==> src/rtl/fetch_unit.sv <==
`default_nettype none
// ============================================================================
// Module      : fetch_unit
// Description : Instruction-fetch stage. Owns the PC, fetches over a req/ack
//               memory handshake and hands words downstream via valid/ready.
// Revision    : 1.0 - initial release
// ============================================================================
module fetch_unit #(
    parameter logic [31:0] RESET_PC = 32'h0000_0000
) (
    input  logic        clk,
    input  logic        rst,
    output logic        imem_req,
    output logic [31:0] imem_addr,
    input  logic        imem_ack,
    input  logic [31:0] imem_rdata,
    output logic [31:0] instr,
    output logic [31:0] instr_pc,
    output logic        instr_valid,
    input  logic        instr_ready,
    input  logic [2:0]  jump_type,
    input  logic        is_jr,
    input  logic [31:0] jump_addr,
    input  logic [31:0] imm,
    input  logic        alu_zero,
    input  logic [31:0] rs1_data,
    output logic [31:0] retired,
    output logic        fetch_err
);

    localparam logic [1:0] c_st_reset = 2'd0;
    localparam logic [1:0] c_st_fetch = 2'd1;
    localparam logic [1:0] c_st_valid = 2'd2;
    localparam logic [1:0] c_st_error = 2'd3;

    localparam logic [2:0] c_jt_beq = 3'b001;
    localparam logic [2:0] c_jt_reg = 3'b011;
    localparam logic [2:0] c_jt_j   = 3'b100;

    logic [1:0]  r_state;
    logic [1:0]  w_state_nxt;
    logic [31:0] r_pc;
    logic [31:0] r_imem_addr;
    logic [31:0] r_instr;
    logic [31:0] r_instr_pc;
    logic [31:0] r_retired;
    logic        r_fetch_err;
    logic [31:0] w_pc4;
    logic [31:0] w_next_pc;
    logic        w_consume;
    logic        w_misaligned;
    logic        w_unused;

    // Only the J-type index field and the low 30 bits of the word offset matter
    assign w_unused = ^{jump_addr[31:26], imm[31:30]};

    always_comb begin
        w_pc4     = r_instr_pc + 32'd4;
        w_next_pc = w_pc4;
        case (jump_type)
            c_jt_beq: begin
                if (alu_zero) begin
                    w_next_pc = w_pc4 + {imm[29:0], 2'b00};
                end
            end
            c_jt_reg: begin
                w_next_pc = is_jr ? rs1_data : {w_pc4[31:28], jump_addr[25:0], 2'b00};
            end
            c_jt_j: begin
                w_next_pc = {w_pc4[31:28], jump_addr[25:0], 2'b00};
            end
            default: begin
                w_next_pc = w_pc4;
            end
        endcase
    end

    assign w_misaligned = (w_next_pc[1:0] != 2'b00);

    always_comb begin
        w_state_nxt = r_state;
        w_consume   = 1'b0;
        case (r_state)
            c_st_reset: w_state_nxt = c_st_fetch;
            c_st_fetch: begin
                if (imem_ack) begin
                    w_state_nxt = c_st_valid;
                end
            end
            c_st_valid: begin
                if (instr_ready) begin
                    w_consume   = 1'b1;
                    w_state_nxt = w_misaligned ? c_st_error : c_st_fetch;
                end
            end
            default: w_state_nxt = c_st_error;
        endcase
    end

    always_ff @(posedge clk) begin
        if (rst) begin
            r_state     <= c_st_reset;
            r_pc        <= RESET_PC;
            r_imem_addr <= 32'd0;
            r_instr     <= 32'd0;
            r_instr_pc  <= 32'd0;
            r_retired   <= 32'd0;
            r_fetch_err <= 1'b0;
        end else begin
            r_state <= w_state_nxt;
            case (r_state)
                c_st_reset: r_imem_addr <= r_pc;
                c_st_fetch: begin
                    if (imem_ack) begin
                        r_instr    <= imem_rdata;
                        r_instr_pc <= r_pc;
                    end
                end
                c_st_valid: begin
                    if (w_consume) begin
                        r_retired <= r_retired + 32'd1;
                        // A bad target leaves the PC untouched and parks in ERROR
                        if (w_misaligned) begin
                            r_fetch_err <= 1'b1;
                        end else begin
                            r_pc        <= w_next_pc;
                            r_imem_addr <= w_next_pc;
                        end
                    end
                end
                default: begin
                    r_fetch_err <= 1'b1;
                end
            endcase
        end
    end

    assign imem_req    = (r_state == c_st_fetch);
    assign imem_addr   = r_imem_addr;
    assign instr_valid = (r_state == c_st_valid);
    assign instr       = r_instr;
    assign instr_pc    = r_instr_pc;
    assign retired     = r_retired;
    assign fetch_err   = r_fetch_err;

endmodule
`default_nettype wire

==> config.mk <==
export PLATFORM = sky130hd
export DESIGN_NAME = fetch_unit
export DESIGN_NICKNAME = d
export VERILOG_FILES = /design/src/rtl/fetch_unit.sv
export SDC_FILE = /design/constraint.sdc
export NUM_CORES = 1
export LEC_CHECK = 0
export ABC_AREA = 1
export ABC_CLOCK_PERIOD_IN_PS = 3600
export CORE_ASPECT_RATIO = 0.7
export CORE_MARGIN = 1.5
export CORE_UTILIZATION = 50
export DETAILED_ROUTE_END_ITERATION = 10
export PLACE_DENSITY_LB_ADDON = 0.08
export SLEW_MARGIN = 30
export SYNTH_ARGS = -nofsm -noshare
export SYNTH_HDL_FRONTEND = slang
export SYNTH_SLANG_ARGS = --single-unit
==> constraint.sdc <==
create_clock -name clk -period 3.6 [get_ports clk]
set_input_delay 1.08 -clock clk [delete_from_list [all_inputs] [get_ports clk]]
set_output_delay 1.08 -clock clk [all_outputs]
set_load 0.02 [all_outputs]
# Word-level counts from Yosys, hierarchy flattened
# Cells that the tools add are included.
[word_totals]
elab_cells = 47
register_bits = 163
in_bits = 137
out_inout_bits = 131
[classes]
eq_ne = 10
n_bitwise = 2
addsub = 3
n_reduce_logical = 10
mux = 15
[ops]
columns = ["op", "count"]
rows = [
  ["32-bit two-way mux", 4],
  ["32-bit case mux with 3 select lines", 1],
  ["32-bit case mux with 2 select lines", 1],
  ["32-bit by 1-bit adder with 32-bit output, second input constant", 1],
  ["32-bit by 3-bit adder with 32-bit output, second input constant", 1],
  ["32-bit adder", 1],
  ["3-bit AND reduction", 3],
  ["2-bit by 1-bit != test with 1-bit output, second input constant", 4],
  ["2-bit two-way mux", 3],
  ["2-bit case mux with 3 select lines", 1],
  ["2-bit AND reduction", 3],
  ["1-bit two-way mux", 4],
  ["2-bit nonzero test", 2],
  ["3-bit by 1-bit == test with 1-bit output, second input constant", 1],
  ["3-bit by 2-bit == test with 1-bit output, second input constant", 1],
  ["3-bit == test, second input constant", 1],
  ["2-bit by 1-bit == test with 1-bit output, second input constant", 1],
  ["2-bit == test, second input constant", 1],
  ["2-bit logical NOT", 1],
  ["2-bit != test, second input constant", 1],
  ["1-bit NOT", 2],
  ["1-bit case mux with 2 select lines", 1],
  ["2-bit OR reduction", 1],
]

# Logic depth before layout (Yosys ltp)
# Gate-level depths: netlist of the first run.
[logic_depth]
depth_word = 8
depth_mapped = 27
depth_no_buf = 27

# Worst setup path before layout of the first run
# Ideal clock, no wire load.
[synth_path]
path_type = "register -> register"
from = "reg r_instr_pc[3], in the netlist instr_pc[3]"
to = "reg r_imem_addr[29], in the netlist imem_addr[29]"
synth_period_minus_slack_ps = 2962
arrival_ps = 2829
setup_ps = 132
setup_slack_ps = 638
n_path_buf = 0
required_time_ps = 3468
path_stages_with_launch = 24
path_cell_list = "dfxtp_1 -> ha_1 -> nand2_1 -> nor2_1 -> nand2_1 -> nor2_1 -> nand2_1 -> nor2_1 -> nand2_1 -> nand2_1 -> inv_1 -> ha_1 -> a21oi_1 -> nor2_1 -> nor2_1 -> nand2_1 -> a21oi_1 -> nand2_1 -> nand2_1 -> nand3_1 -> nand2_1 -> nand4_1 -> nand2_1 -> a21oi_1"
[synth_between]
elab_chain_cells = 7
word_cells_on_any_way = 8
classes_between = "2 x add/sub; 6 x mux"
[synth_lines]
columns = ["item", "line", "source"]
rows = [
  ["from (decl)", "45", "logic [31:0] r_instr_pc;"],
  ["from (signal assigned)", "116", "r_instr_pc <= r_pc;"],
  ["32-bit by 3-bit adder with 32-bit output *", "58", "w_pc4 = r_instr_pc + 32'd4;"],
  ["32-bit adder", "63", "w_next_pc = w_pc4 + {imm[29:0], 2'b00};"],
  ["32-bit two-way mux", "62", "if (alu_zero) begin"],
  ["32-bit case mux with 3 select lines *", "60", "case (jump_type)"],
  ["32-bit two-way mux *", "123", "if (w_misaligned) begin"],
  ["32-bit two-way mux *", "120", "if (w_consume) begin"],
  ["32-bit case mux with 2 select lines *", "111", "case (r_state)"],
  ["to (signal assigned)", "112", "c_st_reset: r_imem_addr <= r_pc;"],
  ["to (signal assigned)", "127", "r_imem_addr <= w_next_pc;"],
  ["to (decl)", "43", "logic [31:0] r_imem_addr;"],
]
# Every way passes the cells marked *; elsewhere a longest branch is shown, timed or not. The select of a mux whose other input is x is not followed.
# A chain may end at the register's enable or synchronous reset.

# Final worst setup path of the first run
[layout_path]
from = "reg r_instr_pc[16], in the netlist instr_pc[16]"
to = "reg r_imem_addr[24], in the netlist imem_addr[24]"
# Same word-level chain as after synthesis.

==> flow_metrics.py, run 1 <==
metrics = {
    "timing": {
        "finalSetupViolCount": 0,
        "worst_pin_slew_ns": 0.8197,
        "slew_headroom_pct": 45.35,
        "post-route-period-util_pct": 95.53,
        "max_freq_mhz": 290.8,
        "holdWs_ns": 0.4636,
        "min_period_ns": 3.439,
        "fin_setup_tns_ns": 0,
        "final_max_slew_viol_count": 0,
        "rsz0062_at_grt": "true",
        "hold_viol": 0,
        "clock_skew_ns": 0.01306,
    },
    "placed_design": {
        "portBuffers": 259,
        "placed_cells": 2190,
        "placed_area_mm2": 0.01357,
        "hpwlAfterDp_um": 29350,
        "gp_congestion": 0.9802,
    },
    "yosys": {
        "netlist_instances": 1660,
        "syn_area_per_cell_um2": 6.258,
        "ys_seq_elements": 163,
        "synthArstFlopShare_pct": 0,
        "synth_top_flop_cell": "dfxtp_1",
        "yosys_warnings": 0,
        "syn_area_mm2": 0.01039,
        "yosysSeqAreaShare_pct": 31.41,
        "synthDistinctLibCells": 50,
        "synth_edf_count": 0,
        "syn_nets": 1832,
    },
    "worst_setup_path": {
        "cp_common_cell": "nand2_1",
        "cp_top_family": "simple AND/OR/NAND/NOR gates",
        "path_cells": "inv_1 -> nor3_1 -> nand2_1 -> nor3_2 -> xor2_1 -> inv_1 -> ha_1 -> nand2_1 -> nor2_1 -> nand2_1 -> nor2_1 -> nand2_1 -> nand4_1 -> nand3_1 -> nand2_1 -> nand4_1 -> nand2_1 -> a21oi_1",
        "crit_fanout": 5,
        "end_kind": "flop",
        "cp.required_ns": 3.89,
        "critical_path_arrival_ns": 3.73,
        "worstSetupStartpointType": "flop",
        "critical_path.max_stage_delay_ns": 0.42,
        "cp_slowest_cell": "dfxtp_1",
        "worst-path-buf-inv": 2,
        "path_class": "reg -> reg",
    },
    "floorplan": {
        "die_h_um": 123.6,
        "ios": 268,
        "die_x_um": 175.3,
        "placement_rows": 43,
        "fp.dieArea_mm2": 0.02167,
        "start_util_pct": 51.77,
        "core_mm2": 0.02007,
    },
    "power_and_ir_drop": {
        "power.leakage_nw": 6.209,
        "vdd_drop_max_mv": 0.3357,
        "total_power_w": 0.005209,
        "p_per_area_mw_per_mm2": 364.3,
    },
    "layout": {
        "final_cell_count_no_fill": 2222,
        "layout_commonest_cell": "nand2_1",
        "layout-drive-gt1-share_pct": 7.838,
        "area_growth_pct": 37.64,
        "diodes": 0,
        "final_cell_mix": "nand2_1 (402), clkdlybuf4s50_1 (258), inv_1 (224)",
        "layout.nets": 2113,
        "post-route-cell-area_mm2": 0.01430,
    },
    "clock_tree": {
        "clk_pin_slew_worst_paths_ns": 0.06,
        "hold_buffers": 0,
        "cts_tree": "built",
        "clock-root-buffer": "clkbuf_16",
        "cts_made_buffers": 17,
        "clock-sinks": 163,
        "clkLatencyLatePin_ns": 0.43,
        "clk_path_buf_depth": 2,
        "h-tree-depth": 4,
    },
    "detailed_routing": {
        "ant_nets": 0,
        "wl_per_cell_um": 17.35,
        "vias": 12330,
        "drc_errors": 0,
        "viasPerCell": 5.547,
        "routed_wl_um": 38560,
        "dr.pass1.iters": 6,
        "drt-initial-drc-count": 1398,
    },
    "global_routing": {
        "antenna_found_initial": 0,
        "grt_overflow_total": 0,
        "grtUsageTotal_pct": 34.92,
        "grt_max_degree": 87,
        "grt_pass1_wl_um": 58560,
        "grt_pass1_vias": 10880,
    },
    "hold_path": {
        "worst_hold_path_type": "reg -> reg",
    },
    "status": {
        "run_status": "completed",
    },
    "flow_run": {
        "max_cap_viol_count": 0,
    },
}
-- cell families after synthesis --
family	count (synthesis)	synth area share, %
simple gates	783	32.24
compound gates	356	18.75
buf+inv	295	10.92
flops	163	31.41
fa+ha+maj	35	4.288
xor+xnor	26	2.192
mux	2	0.1927
-- sequential cells by signal (all words and copies together) (netlist names) --
| register | flops |
|---|---|
| instr_pc | 32 |
| imem_addr | 32 |
| r_pc | 32 |
| fetch_err | 1 |
| retired | 32 |
| instr | 32 |
| r_state | 2 |
-- Yosys cell counts, drive strengths merged, types with 5 or more instances --
cell type | number | share of area, %
o211ai | 15 | 1.1
o21ai | 146 | 7.0
nand4 | 47 | 2.8
nand3 | 74 | 3.6
nand2 | 407 | 15
a21boi | 7 | 0.51
inv | 229 | 8.3
a22oi | 9 | 0.65
dfxtp | 163 | 31
buf | 14 | 0.71
a211oi | 7 | 0.51
xor2 | 22 | 1.9
ha | 34 | 4.1
nor2 | 196 | 7.3
or2 | 7 | 0.42
clkbuf | 48 | 1.7
a31oi | 5 | 0.30
a21oi | 147 | 7.1
nor3 | 41 | 2.5
nor4 | 5 | 0.36
o2111ai | 7 | 0.59
-- metal layers --
| layer | vias to the layer above | GRT usage (%) | share of wire [%] |
|---|---|---|---|
| met5 | - | 0 | 0 |
| met4 | 0 | 9.135 | 1.7 |
| met3 | 41 | 7.906 | 12 |
| met2 | 682 | 52.36 | 42 |
| met1 | 5615 | 50.40 | 44 |
| li1 | 5988 | - | - |
-- repair_timing --
action	CTS	global route
setup buffers	0	2
setup endpoints to repair	0	36
gates resized for setup	0	29
-- through the flow --
stage / worst slack (ns) / utilization, %
4_1_cts: 0.01209 / 70.64
3_5_place_dp: 0.04669 / 67.62
3_3_place_gp: 0.05375 / 67.62
5_1_grt: -0.03621 / 71.25
2_1_floorplan: 0.6383 / -
6_report: 0.1608 / 71.25
-- cell type report --
class	count	area [um2]
clock buffers	20	446.7
fillers	1705	5769
flip-flops and latches	163	3267
inverters	233	880.8
multi-input cells	1202	6107
well taps	270	337.8
repair buffers	324	3100
clock inverters	10	158.9
-- power breakdown --
part	total, W	switching, W	leakage (nW)	internal [W]
Sequential	0.00197	0.0000765	1.33	0.00190
Combinational	0.00133	0.000779	4.59	0.000551
Clock	0.00191	0.000738	0.292	0.00117
-- worst reg2reg max path, stage by stage (launching register included) --
cell     delay [ns]
dfxtp_1        0.42
inv_1          0.10
nor3_1         0.28
nand2_1        0.16
nor3_2         0.27
xor2_1         0.23
inv_1          0.11
ha_1           0.37
nand2_1        0.12
nor2_1         0.18
nand2_1        0.15
nor2_1         0.13
nand2_1        0.14
nand4_1        0.14
nand3_1        0.09
nand2_1        0.15
nand4_1        0.11
nand2_1        0.10
a21oi_1        0.06
-- worst paths after layout --
check | startpoint | to | slack, ns | cells after the start
worst min-delay path | imem_addr[27]$_SDFFE_PP0P_ | imem_addr[27]$_SDFFE_PP0P_ | 0.46 | 2
worst max register to register | instr_pc[16]$_SDFFE_PP0P_ | imem_addr[24]$_SDFFE_PP0P_ | 0.16 | 18
worst max-delay path | instr_pc[16]$_SDFFE_PP0P_ | imem_addr[24]$_SDFFE_PP0P_ | 0.16 | 18
worst min register to register | imem_addr[27]$_SDFFE_PP0P_ | imem_addr[27]$_SDFFE_PP0P_ | 0.46 | 2
No activity file was read; power rests on OpenSTA's default activity.
==> inputs of run 2 (changes only) <==
- HOLD_SLACK_MARGIN: not set -> 0.02
==> results of run 2 <==
Same layout as run 1: the final DEF is identical, and so are final timing and power.
